### src/rtl/ahb_pkg.sv
// Shared AHB-Lite encodings for the parametrised decode/mux interconnect:
// transfer types, response codes and the default-slave state encoding.
package ahb_pkg;

  localparam logic [1:0] HTRANS_IDLE   = 2'b00;
  localparam logic [1:0] HTRANS_BUSY   = 2'b01;
  localparam logic [1:0] HTRANS_NONSEQ = 2'b10;
  localparam logic [1:0] HTRANS_SEQ    = 2'b11;

  localparam logic [1:0] HRESP_OKAY  = 2'b00;
  localparam logic [1:0] HRESP_ERROR = 2'b01;

  typedef enum logic [1:0] {
    DS_IDLE = 2'd0,
    DS_ERR1 = 2'd1,
    DS_ERR2 = 2'd2
  } ds_state_e;

  // NONSEQ and SEQ are the only transfer types that demand a real response.
  function automatic logic is_active(input logic [1:0] htrans);
    return (htrans == HTRANS_NONSEQ) || (htrans == HTRANS_SEQ);
  endfunction

endpackage

### src/rtl/ahb_decode_mux_n_if.sv
// Bus bundle between the AHB master, the interconnect and its slave slots.
// The interconnect uses the slave modport; the master side drives everything else.
interface ahb_decode_mux_n_if #(
  parameter int ADDR_WIDTH = 32,
  parameter int DATA_WIDTH = 32,
  parameter int NUM_SLAVES = 4
);

  logic [ADDR_WIDTH-1:0]            haddr;
  logic [1:0]                       htrans;
  logic                             hready;
  logic [1:0]                       hresp;
  logic [DATA_WIDTH-1:0]            hrdata;
  logic [NUM_SLAVES-1:0]            hsel_s;
  logic [NUM_SLAVES-1:0]            hreadyout_s;
  logic [2*NUM_SLAVES-1:0]          hresp_s;
  logic [DATA_WIDTH*NUM_SLAVES-1:0] hrdata_s;

  modport slave (
    input  haddr, htrans, hreadyout_s, hresp_s, hrdata_s,
    output hready, hresp, hrdata, hsel_s
  );

  modport master (
    output haddr, htrans, hreadyout_s, hresp_s, hrdata_s,
    input  hready, hresp, hrdata, hsel_s
  );

endinterface

### src/rtl/ahb_default_slave.sv
// Built-in default slave: answers NONSEQ/SEQ to unmapped or disabled slots
// with the two-cycle AHB ERROR response, and IDLE/BUSY with zero-wait OKAY.
module ahb_default_slave (
  input  logic       hclk,
  input  logic       hresetn,
  input  logic       sel_dp_valid,
  input  logic       hready_in,
  output logic       hreadyout,
  output logic [1:0] hresp
);
  import ahb_pkg::*;

  ds_state_e state_q, state_d;

  always_ff @(posedge hclk) begin
    if (!hresetn) state_q <= DS_IDLE;
    else          state_q <= state_d;
  end

  // ERR2 overlaps the next address phase, so a fresh error may follow at once.
  always_comb begin
    state_d = state_q;
    unique case (state_q)
      DS_IDLE: if (hready_in && sel_dp_valid) state_d = DS_ERR1;
      DS_ERR1: state_d = DS_ERR2;
      DS_ERR2: state_d = (hready_in && sel_dp_valid) ? DS_ERR1 : DS_IDLE;
      default: state_d = DS_IDLE;
    endcase
  end

  always_comb begin
    hreadyout = 1'b1;
    hresp     = HRESP_OKAY;
    unique case (state_q)
      DS_ERR1: begin
        hreadyout = 1'b0;
        hresp     = HRESP_ERROR;
      end
      DS_ERR2: hresp = HRESP_ERROR;
      default: ;
    endcase
  end

endmodule

### src/rtl/ahb_decode_mux_n.sv
// One-master / NUM_SLAVES-slave AHB-Lite interconnect: address decode, data-phase
// select register, response mux and default slave. Optional timeout: AHB_TIMEOUT_EN.
module ahb_decode_mux_n #(
  parameter int                    ADDR_WIDTH     = 32,
  parameter int                    DATA_WIDTH     = 32,
  parameter int                    NUM_SLAVES     = 4,
  parameter int                    SEL_MSB        = 31,
  parameter int                    SEL_LSB        = 30,
  parameter logic [NUM_SLAVES-1:0] SLOT_MASK      = 4'b1110,
  parameter int                    TIMEOUT_CYCLES = 16,
  localparam int                   SLOT_W         = (NUM_SLAVES > 1) ? $clog2(NUM_SLAVES) : 1
) (
  input  logic                  hclk,
  input  logic                  hresetn,
  ahb_decode_mux_n_if.slave     bus,
  input  logic                  timeout_clr,
  output logic                  timeout_irq,
  output logic [SLOT_W-1:0]     timeout_slot
);
  import ahb_pkg::*;

  localparam int SEL_W = SEL_MSB - SEL_LSB + 1;
  localparam int DEF   = NUM_SLAVES;

  logic [SEL_W-1:0]      idx;
  logic [NUM_SLAVES:0]   dec;
  logic [NUM_SLAVES:0]   dsel_q, dsel_d;
  logic                  hready_int;
  logic [1:0]            hresp_int;
  logic [DATA_WIDTH-1:0] hrdata_int;
  logic                  ds_hreadyout;
  logic [1:0]            ds_hresp;
  logic [ADDR_WIDTH-1:0] unused_addr;
  logic                  unused_trans;

  assign idx = bus.haddr[SEL_MSB:SEL_LSB];

  // Anything not landing on a populated slot falls through to the default slave.
  always_comb begin
    dec = '0;
    for (int i = 0; i < NUM_SLAVES; i++) begin
      if (SLOT_MASK[i] && (idx == SEL_W'(i))) dec[i] = 1'b1;
    end
    dec[DEF] = ~|dec[NUM_SLAVES-1:0];
  end

  assign bus.hsel_s = dec[NUM_SLAVES-1:0];
  assign dsel_d     = hready_int ? dec : dsel_q;

  always_ff @(posedge hclk) begin
    if (!hresetn) dsel_q <= '0;
    else          dsel_q <= dsel_d;
  end

  ahb_default_slave u_default_slave (
    .hclk         (hclk),
    .hresetn      (hresetn),
    .sel_dp_valid (dec[DEF] && is_active(bus.htrans)),
    .hready_in    (hready_int),
    .hreadyout    (ds_hreadyout),
    .hresp        (ds_hresp)
  );

  always_comb begin
    hready_int = 1'b1;
    hresp_int  = HRESP_OKAY;
    hrdata_int = '0;
    if (dsel_q[DEF]) begin
      hready_int = ds_hreadyout;
      hresp_int  = ds_hresp;
    end
    for (int i = 0; i < NUM_SLAVES; i++) begin
      if (dsel_q[i]) begin
        hready_int = bus.hreadyout_s[i];
        hresp_int  = bus.hresp_s[2*i +: 2];
        hrdata_int = bus.hrdata_s[DATA_WIDTH*i +: DATA_WIDTH];
      end
    end
  end

  assign bus.hready = hready_int;
  assign bus.hresp  = hresp_int;
  assign bus.hrdata = hrdata_int;

  assign unused_addr  = bus.haddr;
  assign unused_trans = bus.htrans[0];

`ifdef AHB_TIMEOUT_EN
  localparam int CNT_W = $clog2(TIMEOUT_CYCLES + 1);

  logic [CNT_W-1:0]  tmo_cnt_q, tmo_cnt_d;
  logic              tmo_irq_q, tmo_irq_d;
  logic [SLOT_W-1:0] tmo_slot_q, tmo_slot_d;
  logic [SLOT_W-1:0] cur_slot;
  logic              stall;
  logic              hit;

  // Counter saturates so a long stall raises the flag exactly once.
  always_comb begin
    cur_slot = '0;
    for (int i = 0; i < NUM_SLAVES; i++) begin
      if (dsel_q[i]) cur_slot = SLOT_W'(i);
    end
    stall     = (|dsel_q[NUM_SLAVES-1:0]) && !hready_int;
    tmo_cnt_d = '0;
    hit       = 1'b0;
    if (stall) begin
      hit       = (tmo_cnt_q == CNT_W'(TIMEOUT_CYCLES - 1));
      tmo_cnt_d = (tmo_cnt_q == CNT_W'(TIMEOUT_CYCLES)) ? tmo_cnt_q : tmo_cnt_q + CNT_W'(1);
    end
    tmo_irq_d  = tmo_irq_q;
    tmo_slot_d = tmo_slot_q;
    if (timeout_clr) tmo_irq_d = 1'b0;
    if (hit) begin
      tmo_irq_d  = 1'b1;
      tmo_slot_d = cur_slot;
    end
  end

  always_ff @(posedge hclk) begin
    if (!hresetn) begin
      tmo_cnt_q  <= '0;
      tmo_irq_q  <= 1'b0;
      tmo_slot_q <= '0;
    end else begin
      tmo_cnt_q  <= tmo_cnt_d;
      tmo_irq_q  <= tmo_irq_d;
      tmo_slot_q <= tmo_slot_d;
    end
  end

  assign timeout_irq  = tmo_irq_q;
  assign timeout_slot = tmo_slot_q;
`else
  localparam int unused_tmo_cycles = TIMEOUT_CYCLES;
  logic unused_clr;

  assign unused_clr   = timeout_clr;
  assign timeout_irq  = 1'b0;
  assign timeout_slot = '0;
`endif

endmodule

### src/flat_wrapper.sv
// flat-port wrapper written by rule: the top's interface ports become plain ports
module ahb_decode_mux_n_flat import ahb_pkg::*;
#(
  parameter int                    ADDR_WIDTH     = 32,
  parameter int                    DATA_WIDTH     = 32,
  parameter int                    NUM_SLAVES     = 4,
  parameter int                    SEL_MSB        = 31,
  parameter int                    SEL_LSB        = 30,
  parameter logic [NUM_SLAVES-1:0] SLOT_MASK      = 4'b1110,
  parameter int                    TIMEOUT_CYCLES = 16,
  localparam int                   SLOT_W         = (NUM_SLAVES > 1) ? $clog2(NUM_SLAVES) : 1
)
  (hclk, hresetn, timeout_clr, timeout_irq, timeout_slot, bus_haddr, bus_htrans, bus_hreadyout_s, bus_hresp_s, bus_hrdata_s, bus_hready, bus_hresp, bus_hrdata, bus_hsel_s);
  ahb_decode_mux_n_if #(.ADDR_WIDTH(ADDR_WIDTH), .DATA_WIDTH(DATA_WIDTH), .NUM_SLAVES(NUM_SLAVES)) bus_i ();
  input  logic hclk;
  input  logic hresetn;
  input  logic timeout_clr;
  output logic timeout_irq;
  output logic [SLOT_W-1:0] timeout_slot;
  input wire logic [$bits(bus_i.haddr)-1:0] bus_haddr;
  input wire logic [$bits(bus_i.htrans)-1:0] bus_htrans;
  input wire logic [$bits(bus_i.hreadyout_s)-1:0] bus_hreadyout_s;
  input wire logic [$bits(bus_i.hresp_s)-1:0] bus_hresp_s;
  input wire logic [$bits(bus_i.hrdata_s)-1:0] bus_hrdata_s;
  output wire logic [$bits(bus_i.hready)-1:0] bus_hready;
  output wire logic [$bits(bus_i.hresp)-1:0] bus_hresp;
  output wire logic [$bits(bus_i.hrdata)-1:0] bus_hrdata;
  output wire logic [$bits(bus_i.hsel_s)-1:0] bus_hsel_s;
  assign bus_i.haddr = bus_haddr;
  assign bus_i.htrans = bus_htrans;
  assign bus_i.hreadyout_s = bus_hreadyout_s;
  assign bus_i.hresp_s = bus_hresp_s;
  assign bus_i.hrdata_s = bus_hrdata_s;
  assign bus_hready = bus_i.hready;
  assign bus_hresp = bus_i.hresp;
  assign bus_hrdata = bus_i.hrdata;
  assign bus_hsel_s = bus_i.hsel_s;
  ahb_decode_mux_n #(.ADDR_WIDTH(ADDR_WIDTH), .DATA_WIDTH(DATA_WIDTH), .NUM_SLAVES(NUM_SLAVES), .SEL_MSB(SEL_MSB), .SEL_LSB(SEL_LSB), .SLOT_MASK(SLOT_MASK), .TIMEOUT_CYCLES(TIMEOUT_CYCLES)) u_core (.hclk(hclk), .hresetn(hresetn), .bus(bus_i), .timeout_clr(timeout_clr), .timeout_irq(timeout_irq), .timeout_slot(timeout_slot));
endmodule
### config.mk
export PLATFORM = sky130hd
export DESIGN_NAME = ahb_decode_mux_n_flat
export DESIGN_NICKNAME = d
export VERILOG_FILES = /design/src/rtl/ahb_pkg.sv /design/src/rtl/ahb_decode_mux_n_if.sv /design/src/rtl/ahb_default_slave.sv /design/src/rtl/ahb_decode_mux_n.sv /design/src/flat_wrapper.sv
export SDC_FILE = /design/constraint.sdc
export NUM_CORES = 1
export LEC_CHECK = 0
export ABC_CLOCK_PERIOD_IN_PS = 3500
export CORE_AREA = 2 2 85 87
export DETAILED_ROUTE_END_ITERATION = 10
export DIE_AREA = 0 0 87 89
export PLACE_DENSITY = 0.7
export SETUP_SLACK_MARGIN = 0.05
export SYNTH_ARGS = -nofsm -noshare
export SYNTH_HDL_FRONTEND = slang
export SYNTH_SLANG_ARGS = --single-unit
### constraint.sdc
create_clock -name hclk -period 3.5 [get_ports hclk]
set_input_delay 0.875 -clock hclk [delete_from_list [all_inputs] [get_ports hclk]]
set_output_delay 0.875 -clock hclk [all_outputs]
set_load 0.02 [all_outputs]
Yosys cells after proc, flatten, opt, wreduce, memory -nomap -nowiden

Cells that the tools add are included.

Bits in writable memories: 0
Output and inout port bits: 42
Bits in latches: 0
Logic and storage cells: 36
Flip-flop bits (word level): 6
Input bits: 177
Memories kept: 0
ROM bits: 0

Shift operators: 0
Multipliers: 0
Reductions and logical operators: 7
Bitwise operators: 0
$add $sub $neg: 0
$lt $le $gt $ge: 0
Div/mod/pow operators: 0
Muxes and demuxes: 19
Eq/ne operators: 8

Operators by type and width:

| cell               | count |
|---|---|
| $mux 32            | 3 |
| $mux 1             | 11 |
| $eq 2x2->1 const B | 5 |
| $mux 2             | 4 |
| $pmux 2 s3         | 1 |
| $eq 2x1->1 const B | 2 |
| $reduce_or 3->1    | 1 |
| $logic_and 1x1->1  | 2 |
| $logic_not 2->1    | 1 |
| $ne 2x2->1 const B | 1 |
| $reduce_or 2->1    | 1 |
| $logic_not 1->1    | 1 |
| $logic_or 1x1->1   | 1 |

Longest topological paths before layout

Gate-level depths: netlist (run 1).

Depth after elaboration: 9
Depth in mapped cells: 6
Mapped depth without buffers: 6

Hierarchy

A second synthesis (run 1) with hierarchy kept.

Cells, all modules: 180
Area, all modules: 1169.9 µm²

By module, submodules not included:

| module            | cells each | seq. area each (µm²) | times used | area each (µm²) |
|---|---|---|---|---|
| ahb_decode_mux_n  | 160        | 80.1                 | 1          | 989.7 |
| ahb_default_slave | 20         | 40.0                 | 1          | 180.2 |

Least setup slack after synthesis (run 1)

No wires, ideal clock.

Path kind: input port to output port
Start: input port bus_hresp_s[2]
End: output port bus_hresp[0]
Slack: 1.061 ns
Path buffers: 0
Arrival time: 1.564 ns
Required time: 2.625 ns
Stages: 4
Path through: nand2_1 > a21oi_1 > a21oi_1 > o21ai_0

Cells in the longest elaborated chain, start to end: 3

RTL lines:

| what                | RTL line               | text |
|---|---|---|
| start, declared     | flat_wrapper.sv:23     | `input wire logic [$bits(bus_i.hresp_s)-1:0] bus_hresp_s;` |
| $mux 2 (3 in a row) | ahb_decode_mux_n.sv:73 | `if (dsel_q[i]) begin` |
| end, declared       | flat_wrapper.sv:26     | `output wire logic [$bits(bus_i.hresp)-1:0] bus_hresp;` |

Every way passes these cells.

Final worst setup path (run 1)

Start: input port bus_hreadyout_s[2]
End: output port bus_hready

Cells in the longest elaborated chain, start to end: 2

RTL lines:

| what                | RTL line               | text |
|---|---|---|
| start, declared     | flat_wrapper.sv:22     | `input wire logic [$bits(bus_i.hreadyout_s)-1:0] bus_hreadyout_s;` |
| $mux 1 (2 in a row) | ahb_decode_mux_n.sv:73 |  |
| end, declared       | flat_wrapper.sv:25     | `output wire logic [$bits(bus_i.hready)-1:0] bus_hready;` |

Every way passes these cells.

==> results.cfg, run 1 <==
[place]
placed_area_um2 = 2640
io_buffers = 147
gp_congestion = 0.680
dp_hpwl_mm = 4.26

[floorplanning]
initial_core_util = 0.164
rows = 30
core_um2 = 6720
io_pins = 219
die_h_um = 89
dieArea_um2 = 7740
die_w_um = 87

[worst_setup_path]
worstPathRequired_ps = 2620
crit_fanout = 2
cpMostUsedCell = clkdlybuf4s50_1
path_delay_family = buffers and inverters
slowest_stage = clkdlybuf4s50_1
worst-setup-path-type = input pin to primary output
crit_arrival_ps = 2410
crit_chain = clkdlybuf4s50_1 -> nor2b_1 -> o41ai_4 -> clkdlybuf4s50_1
critPathCaptureType = primary output
critPathLaunchType = input pin
critPathBufInv = 2
critical_path.max_stage_delay_ps = 680

[drt]
antenna_left = 0
wl_mm = 5.11
wl_per_cell_um = 13.2
vias = 1739
drt_iter0_drc = 60
routed_via_density = 4.48
drc = 0
drt-pass1-iter-count = 4

[synth]
ys_warn_count = 0
synth_most_common_cell = nand2_1
yosysTopAreaCell = a22oi_1
synth_edf_count = 0
synthTopCellsByCount = nand2_1 (39), a22oi_1 (33), o21ai_0 (29), clkbuf_1 (11)
ys_seq_area_frac = 0.109
synthArstFlopShare = 0
yosys_register_bits = 6
synth-main-ff-cell = dfxtp_1
yosysTopAreaCellShare = 0.225
synthesis.area_um2 = 1100
yosysUniqueCellTypes = 26
synth.area.top_cells = a22oi_1 (23%), nand2_1 (13%), o21ai_0 (13%), dfxtp_1 (11%), ha_1 (5.7%)
syn_inst = 171
syn_avg_cell_area_um2 = 6.44

[cells_and_area]
postLayoutCellArea_um2 = 2680
fill_cells = 678
syn2layout_area_growth_pct = 143
multi_input_area_um2 = 866
post-route-util = 0.398
insertedDiodeCount = 0
regArea_um2 = 121
nNetsFinal = 492
drive_above_1_share = 0.0487

[power]
p_sw_uw = 192
switching_share = 0.343
finalPower_uw = 561
seq_power_share = 0.159
leakage_nw = 0.938
powerDensity_nw_per_um2 = 209
cellInternalPower_uw = 368
ir_worst_vdd_mv = 0.119
pwr-share-comb = 0.657
clkPwrFrac = 0.183

[sta]
tightest_slew_ps = 767
hold_viol = 0
rsz0062_at_grt = false
fin_skew_ps = 4.42
setup_tns_ps = 0
slew_headroom = 0.488
period_share = 0.938
slew_violations = 0
fin_crit_ps = 3280
max_freq_mhz = 305
setup_violations = 0

[min_path]
holdCritPathClass = register to register

[clock_network]
post_cts_buffers = 0
clk_latency_ps = 220
clock_sinks = 6
htree_levels = 1
cts_resized = 0
clk_pin_slew_ps = 40
cts_buffer_depth = 2
cts_tree = yes
hold_buffers = 0
cts-root-buf = clkbuf_8
numCtsBuffers = 3

[grt]
track_usage = 0.121
grt_pass1_vias = 1679
grt_pass1_wl_mm = 7.67
grt_max_degree = 45
grt-ovfl-total = 0
antenna_found_initial = 0

[run]
maxCapViolCount = 0

[run_status]
status = completed
[area by class of cell]
type,instances,share of cell area
flip-flops and latches,6,0.0453
inverters,3,0.00421
multi-input cells,142,0.324
clock buffers,3,0.0154
repair buffers,154,0.574
well taps,80,0.0374
[placed cells by master (no fill, tap or decap), types with 2 or more instances in the layout]
master,n
nor2b_1,6
clkbuf_8,3
mux2i_1,4
ha_1,5
conb_1,4
clkdlybuf4s50_1,147
nand2_1,39
o21ai_0,29
buf_4,6
o21ai_1,5
a22oi_1,33
inv_1,3
a21oi_1,3
and2_1,2
nor2_1,2
dfxtp_1,5
[stage by stage]
stage / hold slack, ps / std cells / worst slack, ps
floorplan: 471 / 174 / 1060
global placement: 489 / 385 / 219
CTS: 521 / 388 / 201
detailed placement: 507 / 385 / 212
global route: 563 / 388 / 112
finish: 518 / 388 / 218
[per-layer routing]
| layer | up-vias | GRT usage | part of all wire |
|---|---|---|---|
| met4 | 0 | 0.0185 | 0.0041 |
| met3 | 2 | 0.0397 | 0.12 |
| met2 | 93 | 0.232 | 0.52 |
| li1 | 886 | - | - |
| met5 | - | 0 | 0 |
| met1 | 758 | 0.131 | 0.36 |
[power by group through the flow]
stage / clock (mW) / combinational, mW / sequential, mW
2_1_floorplan: 0 / 0.156 / 0.0763
3_3_place_gp: 0 / 0.366 / 0.0906
3_5_place_dp: 0 / 0.371 / 0.0906
4_1_cts: 0.106 / 0.373 / 0.0896
5_1_grt: 0.112 / 0.395 / 0.0920
6_report: 0.103 / 0.369 / 0.0894
[logic make-up (layout without fill, tap and decap cells)]
| logic type | count (synthesis) | after routing | share of synthesized area |
|---|---|---|---|
| DFF | 6 | 6 | 0.109 |
| and+or+nand+nor | 54 | 54 | 0.225 |
| adders and majority gates | 5 | 5 | 0.0568 |
| other | 1 | 4 | 0.00341 |
| buffers and inverters | 26 | 160 | 0.117 |
| muxes | 4 | 4 | 0.0364 |
| AOI/OAI and AO/OA | 75 | 75 | 0.452 |
[worst paths after layout]
| check | start | endpoint | slack [ps] | cells after the start |
|---|---|---|---|---|
| worst max-delay path | bus_hreadyout_s[2] | bus_hready | 220 | 4 |
| worst min-delay path | u_core.u_default_slave.state_q[1] | u_core.u_default_slave.state_q[1] | 520 | 2 |
| worst min register to register | u_core.u_default_slave.state_q[1] | u_core.u_default_slave.state_q[1] | 520 | 2 |
| worst max register to register | u_core.u_default_slave.state_q[1] | u_core.dsel_q[1] | 1660 | 7 |
[flip-flops by register name (all words and copies together) (netlist names)]
| register | cells |
|---|---|
| u_core.dsel_q | 4 |
| u_core.u_default_slave.state_q | 2 |
[tightest hold or removal path, stage by stage, from the launching register on]
cell and delay, ps:
dfxtp_1 340, nand2_1 70, mux2i_1 60
No activity file was read; power rests on OpenSTA's default activity.
==> inputs of run 2 (changes only) <==
--- a/config.mk
+++ b/config.mk
@@ -5,6 +5,7 @@
 export SDC_FILE = /design/constraint.sdc
 export NUM_CORES = 1
 export LEC_CHECK = 0
+export ABC_AREA = 0
 export ABC_CLOCK_PERIOD_IN_PS = 3500
 export CORE_AREA = 2 2 85 87
 export DETAILED_ROUTE_END_ITERATION = 10
==> results of run 2 <==
Same layout as run 1: the final DEF is identical, and so are final timing and power.
